File: src/rtl/branch_pc_sequencer.sv
// Multi-cycle next-PC sequencer sharing one external adder for PC+INC and branch target.
// Optional BRANCH_ALIGN_CHECK_EN: reject misaligned taken targets and raise o_misalign.
module branch_pc_sequencer #(
    parameter int unsigned      WIDTH    = 32,
    parameter logic [WIDTH-1:0] RESET_PC = '0,
    parameter logic [WIDTH-1:0] INC      = WIDTH'(4)
) (
    input  logic             i_clk,
    input  logic             i_rst,
    input  logic             i_req,
    input  logic             i_branch,
    input  logic [WIDTH-1:0] i_offset,
    output logic [WIDTH-1:0] o_add_op1,
    output logic [WIDTH-1:0] o_add_op2,
    input  logic [WIDTH-1:0] i_add_sum,
    output logic [WIDTH-1:0] o_pc,
    output logic             o_busy,
    output logic             o_done,
    output logic             o_misalign
);

    typedef enum logic [1:0] {
        S_IDLE = 2'd0,
        S_INC  = 2'd1,
        S_BR   = 2'd2,
        S_UPD  = 2'd3
    } state_t;

    state_t           state_q, state_d;
    logic [WIDTH-1:0] pc_q, pc_d;
    logic [WIDTH-1:0] seq_q, seq_d;
    logic [WIDTH-1:0] tgt_q, tgt_d;
    logic [WIDTH-3:0] off_q, off_d;
    logic             br_q, br_d;
    logic             busy_q, busy_d;
    logic             done_q, done_d;
`ifdef BRANCH_ALIGN_CHECK_EN
    logic             mis_q, mis_d;
`endif

    // Only the low bits of the offset survive the <<2.
    logic unused_off_hi;
    assign unused_off_hi = ^i_offset[WIDTH-1:WIDTH-2];

    always_comb begin
        state_d   = state_q;
        pc_d      = pc_q;
        seq_d     = seq_q;
        tgt_d     = tgt_q;
        off_d     = off_q;
        br_d      = br_q;
        busy_d    = busy_q;
        done_d    = 1'b0;
`ifdef BRANCH_ALIGN_CHECK_EN
        mis_d     = mis_q;
`endif
        o_add_op1 = pc_q;
        o_add_op2 = '0;
        case (state_q)
            S_IDLE: begin
                if (i_req) begin
                    br_d    = i_branch;
                    off_d   = i_offset[WIDTH-3:0];
                    busy_d  = 1'b1;
                    state_d = S_INC;
                end
            end
            S_INC: begin
                o_add_op2 = INC;
                seq_d     = i_add_sum;
                state_d   = br_q ? S_BR : S_UPD;
            end
            S_BR: begin
                o_add_op1 = seq_q;
                o_add_op2 = {off_q, 2'b00};
                tgt_d     = i_add_sum;
                state_d   = S_UPD;
            end
            S_UPD: begin
                done_d  = 1'b1;
                busy_d  = 1'b0;
                state_d = S_IDLE;
                if (!br_q) begin
                    pc_d = seq_q;
                end else begin
`ifdef BRANCH_ALIGN_CHECK_EN
                    if (tgt_q[1:0] != 2'b00) begin
                        mis_d = 1'b1;
                    end else begin
                        pc_d = tgt_q;
                    end
`else
                    pc_d = tgt_q;
`endif
                end
            end
            default: state_d = S_IDLE;
        endcase
    end

    always_ff @(posedge i_clk or posedge i_rst) begin
        if (i_rst) begin
            state_q <= S_IDLE;
            pc_q    <= RESET_PC;
            seq_q   <= '0;
            tgt_q   <= '0;
            off_q   <= '0;
            br_q    <= 1'b0;
            busy_q  <= 1'b0;
            done_q  <= 1'b0;
        end else begin
            state_q <= state_d;
            pc_q    <= pc_d;
            seq_q   <= seq_d;
            tgt_q   <= tgt_d;
            off_q   <= off_d;
            br_q    <= br_d;
            busy_q  <= busy_d;
            done_q  <= done_d;
        end
    end

`ifdef BRANCH_ALIGN_CHECK_EN
    always_ff @(posedge i_clk or posedge i_rst) begin
        if (i_rst) begin
            mis_q <= 1'b0;
        end else begin
            mis_q <= mis_d;
        end
    end
    assign o_misalign = mis_q;
`else
    assign o_misalign = 1'b0;
`endif

    assign o_pc   = pc_q;
    assign o_busy = busy_q;
    assign o_done = done_q;

endmodule
File: config.mk
export PLATFORM = sky130hd
export DESIGN_NAME = branch_pc_sequencer
export DESIGN_NICKNAME = d
export VERILOG_FILES = /design/src/rtl/branch_pc_sequencer.sv
export SDC_FILE = /design/constraint.sdc
export NUM_CORES = 1
export LEC_CHECK = 0
export ABC_AREA = 1
export BUFFER_PORTS_ARGS = -buffer_cell sky130_fd_sc_hd__buf_2
export CORE_MARGIN = 1.5
export CORE_UTILIZATION = 39
export DETAILED_ROUTE_END_ITERATION = 10
export PLACE_DENSITY = 0.58
export SETUP_SLACK_MARGIN = 0.05
export SLEW_MARGIN = 20
export SYNTH_ARGS = -nofsm -noshare
export SYNTH_HDL_FRONTEND = slang
export SYNTH_SLANG_ARGS = --single-unit
export TNS_END_PERCENT = 5
File: constraint.sdc
create_clock -name i_clk -period 4.8 [get_ports i_clk]
set_clock_uncertainty 0.05 [all_clocks]
set_input_delay 0 -clock i_clk [delete_from_list [all_inputs] [get_ports i_clk]]
set_output_delay 0 -clock i_clk [all_outputs]
set_load 0.1 [all_outputs]
Word-level counts from Yosys, hierarchy flattened
Index checks and enable logic that the tools add are counted.
{ "totals": {"reg_bits": 131, "input_bits": 68, "output_inout_bits": 99, "wordCells": 25} }
{ "op_classes": {"eq_ne": 4, "muxes": 9, "reduce_logical": 4} }
{ "op_table": {"columns": ["cell", "n"], "rows": [
  ["32-bit 2-to-1 mux", 2],
  ["32-bit one-hot mux with 2 select lines", 1],
  ["2-bit one-hot mux with 4 select lines", 1],
  ["2-bit equality test, second input constant", 2],
  ["2-bit AND reduction", 2],
  ["1-bit 2-to-1 mux", 3],
  ["2-bit by 1-bit equality test with 1-bit output, second input constant", 1],
  ["2-bit zero test", 1],
  ["2-bit 2-to-1 mux", 1],
  ["2-bit inequality test, second input constant", 1],
  ["1-bit one-hot mux with 2 select lines", 1],
  ["2-bit nonzero test", 1]
]} }

Logic depth before layout (Yosys ltp)
Gate-level depths: netlist (run 1).
{ "logic_depth": {"word_depth": 3, "depth_mapped": 7} }

Least setup slack after synthesis (run 1)
OpenSTA, ideal clock, no wires.
{ "synth_timing": {"path_kind": "reg-to-output", "start": "register state_q[0]", "end": "output port o_add_op1[10]", "arrival_ps": 2531, "required_time_ps": 4750, "path_slack_ps": 2219, "stages_incl_launch_ff": 7, "path_cell_list": "dfrtp_1 -> inv_1 -> ha_1 -> buf_4 -> buf_2 -> nor2_1 -> a21oi_1"} }
{ "synth_between": {"elab_chain_len": 2} }
{ "synth_lines": {"columns": ["item", "line", "text"], "rows": [
  ["start, declared", "29", "state_t state_q, state_d;"],
  ["start signal, assigned", "112", "state_q <= state_d;"],
  ["2-bit equality test", "59", "case (state_q)"],
  ["32-bit 2-to-1 mux", "59", null],
  ["end, declared", "13", "output logic [WIDTH-1:0] o_add_op1,"]
]} }
Every way passes these cells.

Worst setup path after layout (run 1)
{ "layout_timing": {"start": "register state_q[0]", "end": "output port o_add_op1[16]"} }
The elaborated chain is that of the path after synthesis.

==> flow_metrics.py, run 1 <==
metrics = {
    "route": {
        "wl_met3_um": 804,
        "wl_met1_um": 7480,
        "drc": 0,
        "drtIter0Drc": 317,
        "top_layer": "met4",
        "wire_per_inst_um": 13.1,
        "ant_nets": 0,
        "drt-total-wl_um": 15500,
        "vias": 5423,
        "via_per_inst": 4.58,
        "dr_wl_met2_um": 7050,
        "first_pass_iters": 4,
    },
    "critical_path": {
        "crit_chain": "inv_1, ha_2, buf_4, nor2_1, a21oi_1, buf_2",
        "end_kind": "output port",
        "start_kind": "flop",
        "rr_worst_depth": 4,
        "r2r_slack_ns": 2.57,
        "r2r-start": "state_q[1]",
        "cp_num_buf_inv": 3,
        "timing.rr.end": "o_pc[17]",
        "worstPathArrival_ns": 2.67,
        "path_max_fanout": 50,
        "worstSetupPathType": "flop to output port",
        "critPathTopFamily": "buffers and inverters",
        "cp.required_ns": 4.75,
        "slowest_delay_ns": 0.50,
        "cp_slowest_cell": "buf_4",
    },
    "synthesis": {
        "synth_area_um2": 6090,
        "synthDistinctLibCells": 14,
        "ys_top_cells_by_area": "dfrtp_1 54%, nand2_1 18%, inv_1 6.2%",
        "synthCells": 780,
        "yosysTopAreaCell": "dfrtp_1",
        "ys_seq_area_share_pct": 53.9,
        "synth_top_area_share_pct": 53.9,
        "ys.warnings.count": 0,
        "ys_ff_latch": 131,
        "postSynthAreaPerCell_um2": 7.80,
    },
    "floorplanning": {
        "num_io_pins": 167,
        "start_util_pct": 40.0,
        "num_rows": 45,
        "dieArea_um2": 16400,
        "core_area_um2": 15200,
        "die_x_um": 128,
        "die_y_um": 128,
    },
    "grt": {
        "overflow": 0,
        "grt_usage_pct": 19.5,
        "grt_max_degree": 95,
        "grt_pass1_vias": 5084,
        "grt_pass1_wl_um": 25000,
        "antenna_found_initial": 0,
    },
    "sta": {
        "period_needed_ns": 2.72,
        "setup_viol": 0,
        "period_share_pct": 56.6,
        "tightest_slew_ns": 0.963,
        "hold_viol_final": 0,
        "slew_headroom_pct": 35.8,
        "fmax_mhz": 368,
        "setup_tns_ns": 0,
        "timing_max_transition_violations_final": 0,
        "rsz0062_at_grt": "no",
    },
    "clock_network": {
        "cts_root_buffer": "clkbuf_16",
        "insertion_delay_ns": 0.41,
        "clkTransAtPathRegs_ns": 0.06,
        "clock_tree.buffer_depth": 2,
        "cts_sinks": 131,
        "numCtsBuffers": 17,
        "ctsHtreeMaxLevel": 4,
        "cts_tree": "yes",
    },
    "outcome": {
        "outcome": "finished, final reports clean",
    },
    "job": {
        "drv_cap": 0,
    },
    "layout": {
        "final_common_cell": "nand2_1",
        "final_cell_mix": "294 x nand2_1, 161 x buf_2, 131 x dfrtp_1",
        "drive_above_1_share_pct": 20.5,
        "synthToLayoutAreaGrowth_pct": 33.4,
        "nets": 1056,
        "fill_cells": 1472,
        "num_antenna_cells": 0,
    },
    "worst_hold_path": {
        "whs_endpoint": "off_q[27]",
        "hold_class": "input port to flop",
        "hold_depth": 3,
        "hp-start": "i_req",
    },
    "placed_design": {
        "dpl.hpwl_um": 8880,
        "place_congestion": 0.709,
        "io_buffers": 161,
    },
}
state kept, by name, indices dropped and copies added, names as in the netlist:
signal and cells:
seq_q 32, state_q 2, o_pc 32, o_done 1, tgt_q 32, o_busy 1, off_q 30, br_q 1
layer usage:
metal / track usage (%) / vias to the layer above
met2: 31.1 / 149
met4: 7.27 / 0
li1: - / 2776
met1: 26.0 / 2482
met5: 0 / -
met3: 4.63 / 16
cells in the mapped netlist:
| library cell | number |
|---|---|
| nand2_1 | 294 |
| dfrtp_1 | 131 |
| inv_1 | 101 |
| o21ai_0 | 65 |
| nand3_1 | 62 |
| a21oi_1 | 34 |
| nor2_1 | 34 |
| buf_2 | 26 |
| buf_4 | 17 |
| ha_1 | 6 |
| clkbuf_1 | 4 |
| buf_6 | 3 |
| inv_2 | 2 |
| conb_1 | 1 |
per-stage QoR:
step / instances / utilization [%] / worst slack [ns] / hold WS (ns) / cell area, um^2
finish: 1183 / 53.4 / 2.08 / 0.0903 / 8120
global route: 1183 / 53.4 / 1.84 / 0.110 / 8120
CTS: 1183 / 53.4 / 2.01 / 0.0696 / 8120
detailed placement: 1087 / 45.4 / 2.47 / 0.178 / 6900
global placement: 1087 / 45.4 / 2.50 / 0.170 / 6900
floorplan: 782 / - / 1.25 / 0.0668 / 6090
kinds of logic (layout without fill, tap and decap cells):
logic type / count (synthesis) / count (layout) / share of synthesized area [%]
adder cells (fa/ha/maj): 6 / 6 / 1.23
AO/OA/AOI/OAI: 99 / 99 / 8.14
AND/OR/NAND/NOR: 390 / 390 / 25.3
other: 1 / 3 / 0.0616
flip-flops: 131 / 131 / 53.9
buffers and inverters: 153 / 366 / 11.4
worst max path at each step:
stage	slack (ns)	cells past startpoint	from	end
floorplan	1.25	1	i_rst	br_q
global placement	2.50	6	state_q[0]	o_add_op1[16]
detailed placement	2.47	6	state_q[0]	o_add_op1[16]
CTS	2.01	6	state_q[0]	o_add_op1[16]
global route	1.84	6	state_q[0]	o_add_op1[16]
finish	2.08	6	state_q[0]	o_add_op1[16]
repair_timing:
item,4_1_cts,5_1_grt
hold buffers,64,0
setup buffers,0,0
endpoints found under the hold margin,179,0
endpoints found under the setup margin,0,0
resized for setup,0,0
cell type report:
class	count	area, um^2	area share [%]
clock buffers	22	474	5.84
clock inverters	10	106	1.31
inverters	103	392	4.82
multi-input cells	498	2140	26.4
flip-flops and latches	131	3280	40.4
well taps	188	235	2.90
repair buffers	231	1490	18.4
worst reg2reg max path, cell delays in order (launching register included):
cell,delay (ns)
dfrtp_1,0.46
ha_2,0.82
inv_2,0.54
nand2_1,0.19
nand2_1,0.06
Power of run 1 is not shown: default switching activity piles up to over one toggle a cycle in this logic, so the estimate is an artifact.
==> run 2: changes to the inputs <==
--- a/config.mk
+++ b/config.mk
@@ -5,12 +5,12 @@
 export SDC_FILE = /design/constraint.sdc
 export NUM_CORES = 1
 export LEC_CHECK = 0
-export ABC_AREA = 1
+export ABC_AREA = 0
 export BUFFER_PORTS_ARGS = -buffer_cell sky130_fd_sc_hd__buf_2
 export CORE_MARGIN = 1.5
 export CORE_UTILIZATION = 39
 export DETAILED_ROUTE_END_ITERATION = 10
-export PLACE_DENSITY = 0.58
+export PLACE_DENSITY = 0.61
 export SETUP_SLACK_MARGIN = 0.05
 export SLEW_MARGIN = 20
 export SYNTH_ARGS = -nofsm -noshare
==> constraint.sdc (replaced) <==
create_clock -name i_clk -period 2.2 [get_ports i_clk]
set_clock_uncertainty 0.05 [all_clocks]
set_input_delay 0 -clock i_clk [delete_from_list [all_inputs] [get_ports i_clk]]
set_output_delay 0 -clock i_clk [all_outputs]
set_load 0.1 [all_outputs]
==> flow_metrics.py, run 2 <==
metrics = {
    "outcome": {
        "outcome": "finished, final reports clean",
    },
    "sta": {
        "setup_viol": 0,
        "period_share_pct": 94.4,
        "period_needed_ns": 2.08,
        "slew_headroom_pct": 52.2,
        "hold_viol_final": 0,
        "tightest_slew_ns": 0.717,
        "rsz0062_at_grt": "yes",
        "fmax_mhz": 482,
        "timing_max_transition_violations_final": 0,
        "setup_ws_ns": 0.124,
    },
    "grt": {
        "grt_pass1_wl_um": 23500,
        "grt_usage_pct": 18.8,
        "grt_max_degree": 132,
        "antenna_found_initial": 0,
        "grt_pass1_vias": 4641,
        "overflow": 0,
    },
    "route": {
        "ant_nets": 0,
        "drtIter0Drc": 192,
        "drt-total-wl_um": 14300,
        "first_pass_iters": 4,
        "drc": 0,
        "via_per_inst": 4.83,
        "wire_per_inst_um": 16.6,
        "vias": 4170,
    },
    "critical_path": {
        "slowest_delay_ns": 0.40,
        "end_kind": "output port",
        "cp_num_buf_inv": 3,
        "worstPathArrival_ns": 2.03,
        "r2r_slack_ns": 0.52,
        "r2r-start": "state_q[1]",
        "path_max_fanout": 19,
        "rr_worst_depth": 4,
        "critPathTopFamily": "buffers and inverters",
        "timing.rr.end": "seq_q[15]",
        "start_kind": "flop",
        "crit_chain": "inv_1, ha_2, buf_6, mux2_2, buf_12",
        "worstSetupPathType": "flop to output port",
        "cp.required_ns": 2.15,
        "cp_slowest_cell": "dfrtp_1",
    },
    "clock_network": {
        "clock_tree.buffer_depth": 2,
        "clkTransAtPathRegs_ns": 0.05,
        "cts_sinks": 131,
        "post_cts_buffers": 0,
        "cts_root_buffer": "clkbuf_16",
        "ctsHtreeMaxLevel": 4,
        "cts_tree": "yes",
        "insertion_delay_ns": 0.42,
        "numCtsBuffers": 17,
    },
    "job": {
        "drv_cap": 0,
    },
    "layout": {
        "drive_above_1_share_pct": 50.1,
        "fill_cells": 1133,
        "postLayoutCoreUtil_pct": 61.0,
        "nets": 737,
        "finalInstanceArea_um2": 9280,
        "final_common_cell": "dfrtp_1",
        "synthToLayoutAreaGrowth_pct": 53.3,
        "final_cell_mix": "130 x dfrtp_1, 99 x buf_2, 96 x mux2_2",
        "num_antenna_cells": 0,
    },
    "floorplanning": {
        "core_area_um2": 15200,
        "dieArea_um2": 16300,
        "start_util_pct": 39.8,
        "num_io_pins": 167,
        "die_y_um": 128,
        "num_rows": 45,
        "die_x_um": 128,
    },
    "synthesis": {
        "async_reset_ff_share_pct": 100,
        "synth_edf_count": 0,
        "synth.most_common_cell": "dfrtp_1",
        "synth_top_area_share_pct": 54.2,
        "ys_ff_latch": 131,
        "ys.warnings.count": 0,
        "postSynthAreaPerCell_um2": 13.9,
        "ys.flop_type": "dfrtp_1",
        "ys_seq_area_share_pct": 54.2,
        "synth_common_cells": "131 x dfrtp_1, 96 x mux2_2, 34 x a21oi_1",
        "synthCells": 437,
        "yosysTopAreaCell": "dfrtp_1",
        "synthDistinctLibCells": 22,
        "ys_top_cells_by_area": "dfrtp_1 54%, mux2_2 18%, mux2_4 7.9%",
        "synth_area_um2": 6050,
    },
    "placed_design": {
        "io_buffers": 161,
        "pre_cts_ws_ns": 0.468,
        "postPlaceCellArea_um2": 7920,
        "dpl.hpwl_um": 8860,
        "place_congestion": 0.727,
    },
    "worst_hold_path": {
        "hold_class": "input port to asynchronous set/reset pin",
    },
}
## run 2: cell count changes after synthesis, sizes merged, moves of 29 or more
cell   before  now
and2        0   29
inv       103    3
mux2        0  128
mux2i       0   32
nand2     294    2
nand3      62    0
o21ai      65    2
## run 2: kinds of logic (layout without fill, tap and decap cells)
family	Yosys count	in the layout	share of synthesized area [%]
compound gates	37	37	3.16
fa+ha+maj	6	6	1.24
buf+inv	35	272	4.77
flops	131	131	54.2
mux	160	160	31.1
other cells	1	3	0.0619
simple gates	67	67	5.52
## run 2: layout make-up
| type | count | area, um^2 | area share, % |
|---|---|---|---|
| Clock inverter | 14 | 258 | 2.78 |
| Multi-Input combinational cell | 273 | 2500 | 27.0 |
| Tap cell | 188 | 235 | 2.54 |
| Sequential cell | 131 | 3280 | 35.3 |
| Clock buffer | 18 | 439 | 4.73 |
| Timing Repair Buffer | 237 | 2550 | 27.5 |
| Inverter | 3 | 15.0 | 0.162 |
## run 2: per-stage QoR
step	setup TNS (ns)	hold WS (ns)	cells
2_1_floorplan	-0.188	0.0985	439
3_3_place_gp	0	0.181	767
3_5_place_dp	0	0.185	767
4_1_cts	0	0.270	864
5_1_grt	0	0.284	864
6_report	0	0.260	864
## run 2: worst max-delay path by stage
stage | startpoint | endpoint | slack [ns] | cells after the start
after floorplan | state_q[1] | o_add_op2[2] | -0.19 | 6
after global placement | state_q[0] | o_add_op2[2] | 0.53 | 6
after detailed placement | state_q[0] | o_add_op2[2] | 0.47 | 6
after CTS | state_q[0] | o_add_op1[23] | 0.04 | 5
after global routing | state_q[0] | o_add_op2[2] | 0.03 | 6
final | state_q[0] | o_add_op1[14] | 0.12 | 5
## run 2: worst min-delay path: stages
cell and delay [ns]:
dlygate4sd3_1 0.53, buf_2 0.13, clkinvlp_4 0.07, buf_12 0.48
## run 2: what timing repair did
action | CTS | global route
endpoints found under the hold margin | 228 | 0
resized for setup | 1 | 3
setup endpoints to repair | 20 | 24
pin swaps | 0 | 0
hold buffers | 65 | 0
## run 2: layer usage
metal	part of all wire, %	global-route usage, %	wire length [um]	up-vias
li1	-	-	-	1956
met1	44	23.2	6330	2064
met2	48	30.7	6900	137
met3	6.6	6.70	941	13
met4	1.0	6.21	149	0
met5	0	0	0	-
Power of run 2 is left out for the same reason.
